### src/rtl/lsu_master_pkg.sv
// lsu_master_pkg: opcode/funct constants, FSM state encoding and opcode class helpers
// shared by the load/store master and its lane logic.
package lsu_master_pkg;
    typedef enum logic [1:0] {S_IDLE, S_REQ, S_DONE, S_ERR} state_e;

    localparam logic [5:0] OP_LB   = 6'h20;
    localparam logic [5:0] OP_LH   = 6'h21;
    localparam logic [5:0] OP_LW   = 6'h23;
    localparam logic [5:0] OP_LBU  = 6'h24;
    localparam logic [5:0] OP_LHU  = 6'h25;
    localparam logic [5:0] OP_SB   = 6'h28;
    localparam logic [5:0] OP_SH   = 6'h29;
    localparam logic [5:0] OP_SW   = 6'h2B;
    localparam logic [5:0] OP_JAL  = 6'h03;
    localparam logic [5:0] FN_JALR = 6'h09;

    function automatic logic is_store(input logic [5:0] op);
        return op inside {OP_SW, OP_SB, OP_SH};
    endfunction

    function automatic logic is_mem(input logic [5:0] op);
        return op inside {OP_LW, OP_LB, OP_LBU, OP_LH, OP_LHU, OP_SW, OP_SB, OP_SH};
    endfunction

    function automatic logic is_word(input logic [5:0] op);
        return op inside {OP_LW, OP_SW};
    endfunction

    function automatic logic is_half(input logic [5:0] op);
        return op inside {OP_LH, OP_LHU, OP_SH};
    endfunction
endpackage

### src/rtl/lsu_master_lane.sv
// lsu_lane: store lane replication with byte enables, and load byte/half
// extraction with sign or zero extension.
module lsu_lane
    import lsu_master_pkg::*;
(
    input  logic [5:0]  op_i,
    input  logic [1:0]  lane_i,
    input  logic [31:0] sdata_i,
    input  logic [31:0] rdata_i,
    output logic [3:0]  be_o,
    output logic [31:0] wdata_o,
    output logic [31:0] ld_o
);
    logic [7:0]  b;
    logic [15:0] h;

    always_comb begin
        be_o    = op_i == OP_SB ? 4'b0001 << lane_i :
                  op_i == OP_SH ? 4'b0011 << lane_i : 4'b1111;
        wdata_o = op_i == OP_SB ? {4{sdata_i[7:0]}} :
                  op_i == OP_SH ? {2{sdata_i[15:0]}} : sdata_i;
        b       = rdata_i[{lane_i, 3'b000} +: 8];
        h       = lane_i[1] ? rdata_i[31:16] : rdata_i[15:0];
        ld_o    = op_i == OP_LB  ? {{24{b[7]}}, b} :
                  op_i == OP_LBU ? {24'h0, b} :
                  op_i == OP_LH  ? {{16{h[15]}}, h} :
                  op_i == OP_LHU ? {16'h0, h} : rdata_i;
    end
endmodule

### src/rtl/lsu_master.sv
// lsu_master: multi-cycle req/ack load/store initiator with timeout, misalignment
// detection and a unified register write-back mux.
module lsu_master
    import lsu_master_pkg::*;
#(
    parameter int TIMEOUT = 16,
    parameter int CNT_W   = 5
) (
    input  logic        clk_i,
    input  logic        rst_ni,
    input  logic        start_i,
    input  logic [31:0] ins_i,
    input  logic [31:0] result_i,
    input  logic [31:0] rdata2_i,
    input  logic [31:0] next_pc_i,
    output logic        mem_req_o,
    output logic        mem_we_o,
    output logic [31:0] mem_addr_o,
    output logic [31:0] mem_wdata_o,
    output logic [3:0]  mem_be_o,
    input  logic        mem_ack_i,
    input  logic [31:0] mem_rdata_i,
    output logic        stall_o,
    output logic [31:0] wdata_o,
    output logic        wdata_valid_o,
    output logic        misalign_exc_o,
    output logic        bus_err_o
);
    state_e             state_q, state_d;
    logic [CNT_W-1:0]   cnt_q, cnt_d;
    logic [5:0]         op_q, op_d;
    logic [31:0]        addr_q, addr_d, sdata_q, sdata_d, wb_q, wb_d;
    logic               mis_q, mis_d;
    logic [5:0]         op, fn;
    logic               mem_op, misal, req, unused_ok;
    logic [3:0]         be;
    logic [31:0]        lane_wdata, ld;

    assign op        = ins_i[31:26];
    assign fn        = ins_i[5:0];
    assign mem_op    = is_mem(op);
    assign misal     = is_word(op) ? |result_i[1:0] : is_half(op) & result_i[0];
    assign unused_ok = ^ins_i[25:6];

    lsu_lane u_lane (
        .op_i    (op_q),
        .lane_i  (addr_q[1:0]),
        .sdata_i (sdata_q),
        .rdata_i (mem_rdata_i),
        .be_o    (be),
        .wdata_o (lane_wdata),
        .ld_o    (ld)
    );

    always_ff @(posedge clk_i or negedge rst_ni) begin
        if (!rst_ni) begin
            state_q <= S_IDLE;
            cnt_q   <= '0;
            op_q    <= '0;
            addr_q  <= '0;
            sdata_q <= '0;
            wb_q    <= '0;
            mis_q   <= 1'b0;
        end else begin
            state_q <= state_d;
            cnt_q   <= cnt_d;
            op_q    <= op_d;
            addr_q  <= addr_d;
            sdata_q <= sdata_d;
            wb_q    <= wb_d;
            mis_q   <= mis_d;
        end
    end

    always_comb begin
        state_d = state_q;
        cnt_d   = cnt_q;
        op_d    = op_q;
        addr_d  = addr_q;
        sdata_d = sdata_q;
        wb_d    = wb_q;
        mis_d   = mis_q;
        case (state_q)
            S_IDLE: if (start_i) begin
                op_d = op;
                if (mem_op && misal) begin
                    state_d = S_ERR;
                    mis_d   = 1'b1;
                end else if (mem_op) begin
                    state_d = S_REQ;
                    addr_d  = result_i;
                    sdata_d = rdata2_i;
                    cnt_d   = '0;
                end else begin
                    state_d = S_DONE;
                    wb_d    = (op == OP_JAL || (op == 6'h00 && fn == FN_JALR)) ? next_pc_i : result_i;
                end
            end
            // an ack on the timeout cycle still completes the access
            S_REQ: if (mem_ack_i) begin
                state_d = S_DONE;
                wb_d    = ld;
            end else if (cnt_q == CNT_W'(TIMEOUT - 1)) begin
                state_d = S_ERR;
                mis_d   = 1'b0;
            end else begin
                cnt_d = cnt_q + 1'b1;
            end
            default: state_d = S_IDLE;
        endcase
    end

    always_comb begin
        req            = state_q == S_REQ;
        mem_req_o      = req;
        mem_we_o       = req & is_store(op_q);
        mem_addr_o     = {addr_q[31:2], 2'b00};
        mem_wdata_o    = req ? lane_wdata : '0;
        mem_be_o       = req ? be : '0;
        stall_o        = req | (state_q == S_IDLE & start_i & mem_op);
        wdata_o        = wb_q;
        wdata_valid_o  = state_q == S_DONE & ~is_store(op_q);
        misalign_exc_o = state_q == S_ERR & mis_q;
        bus_err_o      = state_q == S_ERR & ~mis_q;
    end
endmodule
### config.mk
export PLATFORM = sky130hd
export DESIGN_NAME = lsu_master
export DESIGN_NICKNAME = d
export VERILOG_FILES = /design/src/rtl/lsu_master_pkg.sv /design/src/rtl/lsu_master_lane.sv /design/src/rtl/lsu_master.sv
export SDC_FILE = /design/constraint.sdc
export NUM_CORES = 1
export LEC_CHECK = 0
export BUFFER_PORTS_ARGS = -buffer_cell sky130_fd_sc_hd__clkbuf_2
export CAP_MARGIN = 10
export CORE_MARGIN = 2
export CORE_UTILIZATION = 55
export CTS_BUF_LIST = sky130_fd_sc_hd__clkbuf_4 sky130_fd_sc_hd__clkbuf_8
export DETAILED_ROUTE_END_ITERATION = 8
export PLACE_DENSITY = 0.87
export SYNTH_ARGS = -nofsm -noshare
export SYNTH_HDL_FRONTEND = slang
export SYNTH_SLANG_ARGS = --single-unit
export TNS_END_PERCENT = 5
### constraint.sdc
create_clock -name clk_i -period 4.98 [get_ports clk_i]
set_clock_uncertainty 0.1 [all_clocks]
set_input_delay 0.747 -clock clk_i [delete_from_list [all_inputs] [get_ports clk_i]]
set_output_delay 0.747 -clock clk_i [all_outputs]
set_load 0.01 [all_outputs]
==> results.md <==
- WP data required: between 4 and 5 ns
- Area share of the largest cell type after synthesis: about two fifths
- DR WL/cell: slightly below 20 µm
- Die area: about 0.013 mm²
- Worst VDD drop: about 320 µV
- Synth Area in Simple Gates: 12.9%
- P_sw: about 0.96 mW
- Synth top cells by count: dfrtp_1 (110), nand2_1 (68), mux2_2 (66)
- Hold Buf Count CTS: 0
- # Post-CTS Setup Buffers: 0
- Critical path endpoint: mem_wdata_o[10]
- Largest family of logic cells by synthesized area: compound AO/OA/AOI/OAI gates
- Leak pwr: between 3 and 4 nW
- Largest net degree at the start of global routing: between 60 and 70
- Resize count post-CTS: 0
- Max cap viols: 0
- Cells on worst reg2reg path: 6
- #FFs+latches synth: 110
- Setup_tns: 0 ns
- DRC viols: 0
- Status: completed
- Crit end category: output pin
- Number of enable flip-flop cells after synthesis: 0
- Sw Share: 34.5%
- CP Launch Type: flip-flop
- Sink Count: 110
- Total power: around 2.8 mW
- RSZ-0062 raised after global routing: false
- Clk slew on worst S/H paths: roughly 0.10 ns
- Vias in the first global route: about 5,600
- Reg2reg setup slack: 1.69 ns
- Detailed-route via count: roughly 5,900
- Critical R2R Launch: state_q[1]
- DP Wirelength: ~14,000 µm
- Final Setup Violations: 0
- NumNets Final: between 1,000 and 1,500
- Post-synthesis cell area: between 0.006 and 0.007 mm²
- Post-synth top area cell: dfrtp_1
- Levels on crit path: 6
- Proportion of synthesized area in mux cells: 15.9%
- Type of the worst setup path: reg2out
- Dpl cell area: a little under 0.008 mm²
- Most common cell in the netlist: dfrtp_1
- CP Data Arrival Time: about 2.9 ns
- Top cells by area, synth: dfrtp_1 (41%), mux2_2 (11%), nand2_1 (3.8%), buf_4 (3.7%), o31ai_2 (3.5%)
- Critical path cell sequence: nor3b_1, nand3b_1, nor2_1, nand2_1, a21oi_1, clkbuf_2
- Drt total wl: approximately 19,000 µm
- Seq pwr share: a little under half
- Initial antenna violation count: 0
- Fin. Hold Viols: 0
- Layout cells sized above 1: a little under half
- Synth Warn #: 0
- Distinct cells, synth: 55
- Final period utilization: around 76%
- # IOs: between 200 and 300
- Top FF cell, synth: dfrtp_1
- CTS tree: done
- Sequential element share of the synthesized area: 40.9%
- First-pass GRT wire length: 29,200 µm
- Slew Limit Fails: 0
- Clk root buf: clkbuf_8
- Initial Utilization: a little under three fifths
- Final min period: around 3.8 ns
- Num CTS Buffers: 9
- Area grow syn2layout: 17.9%
- Family with the most delay on the worst path: simple AND/OR/NAND/NOR gates
- Xor/xnor share of the synthesized area: less than 1%
- Synth Area in Adders: under 10%
- Chip width: between 100 and 150 µm
- Place WS: 1.62 ns
- Antenna Cells: 0
- Synth Area in Compound Gates: between 20% and 30%
- Tot GR Track Use: 28.8%
- P_int: between 1.5 and 2 mW
- Placer Congestion: 0.845
- PortBufs: approximately 250
- Die height: around 110 µm
- RR Endpoint: wdata_o[24]
- Number of antenna-violating nets in the routed design: 0
- Hold Crit Class: in2async
- CP Buf/Inv Count: 1
- Crit path from: op_q[4]
- Vias/cell: roughly 6
- P per Cell Area: between 300 and 400 mW/mm²
- Synthesized instance count: between 600 and 700
- Critical Path Fanout Max: 18
- Comb power frac: about a third
- Row count: 40
- Placed cells: slightly below 1,000
- DRT iter0 DRCs: between 500 and 600
- Gr ovfl total: 0
- Core ar.: roughly 0.012 mm²
- Non-Filler Instances: 993
- Clock share of power: 20.0%
- Clock latency on the worst-skew pair: roughly 0.38 ns
- Max Buffers Root-to-Sink: 2
- Crit-path slowest cell: nor2_1
- H-tree depth: 3
- Slowest cell delay on critical path: 0.68 ns
- Relative slew margins: around 22%
- Average size of a mapped cell: 10.2 µm²
- Final instance area: between 0.007 and 0.008 mm²
- Max Freq: approximately 0.27 GHz
- Ys async rst share: 100%
- Drt pass-1 iters: 8
- Worst-margin pin slew: 1.18 ns
- Final worst slack: 1.22 ns
placed cells by master (no fill, tap or decap), types with 7 or more instances in the layout:
master | synthesis | final
a211oi_2 | 18 | 18
buf_4 | 33 | 9
dfrtp_1 | 110 | 110
clkbuf_2 | 1 | 246
nand3_1 | 17 | 16
a211oi_1 | 15 | 15
a221oi_1 | 7 | 7
a31oi_1 | 10 | 10
nor2_1 | 28 | 27
a211o_1 | 7 | 7
and3_1 | 25 | 25
mux4_2 | 7 | 7
a21o_1 | 12 | 11
o21ai_0 | 29 | 29
o31ai_1 | 7 | 7
clkbuf_8 | 0 | 10
o22ai_1 | 7 | 7
nand2_1 | 68 | 68
nor3_1 | 9 | 9
and2_1 | 9 | 9
o2bb2ai_1 | 7 | 7
mux2_2 | 66 | 66
mux2i_1 | 11 | 11
o31ai_2 | 19 | 19
a21oi_1 | 42 | 42
cells by family after synthesis:
kind of cell             Yosys count
other                              1
flip-flops                       110
XOR/XNOR                           1
buffers and inverters             89
adder cells (fa/ha/maj)            6
AO/OA/AOI/OAI                    187
multiplexers                      89
AND/OR/NAND/NOR                  176
how the worst min path moves through the flow:
stage                        to   startpoint  slack (ns)  depth (start not counted)
floorplan             addr_q[0]       rst_ni        0.35                          0
global placement    wdata_o[30]  wdata_o[30]        0.36                          2
detailed placement  wdata_o[30]  wdata_o[30]        0.37                          2
CTS                  addr_q[23]       rst_ni        0.37                          1
global route         addr_q[28]       rst_ni        0.40                          1
finish               addr_q[23]       rst_ni        0.35                          1
worst register-to-register path: stages (launching register included):
cell      delay (ns)
dfrtp_1         0.47
nand2b_1        0.18
buf_4           0.25
inv_2           0.86
o21ai_1         0.72
a21oi_1         0.48
o31ai_2         0.09
metal layers:
layer | share of wire, % | track usage [%] | vias to the layer above
met5 | 0 | 0 | -
met4 | 3.0 | 9.92 | 0
met3 | 8.3 | 8.89 | 49
met2 | 49 | 49.0 | 281
met1 | 39 | 34.5 | 2867
li1 | - | - | 2749
cell type report:
type / instances / area, µm²
clock inverter: 3 / 45.0
multi-input combinational: 461 / 3490
inverter: 5 / 18.8
sequential: 110 / 2750
tap: 147 / 184
fill: 954 / 4020
timing repair buffer: 255 / 1300
clock buffer: 12 / 153
flip-flops by register name (all words and copies together), names as in the netlist:
register / cells
cnt_q: 5
state_q: 2
addr_q: 32
op_q: 6
mis_q: 1
wdata_o: 32
sdata_q: 32
power groups by stage:
stage	Sequential [mW]	Clock, mW	Combinational, mW
after floorplan	1.29	0	0.659
after global placement	1.33	0	0.864
after detailed placement	1.34	0	0.892
after CTS	1.32	0.566	0.895
after global routing	1.36	0.597	0.972
final	1.33	0.554	0.892
through the flow:
step	hold WS (ns)	util, %
CTS	0.372	66.4
detailed placement	0.366	64.7
floorplan	0.351	-
global route	0.402	66.4
global placement	0.360	64.7
finish	0.354	66.4
Note: power is estimated with default switching activity, not from simulation.
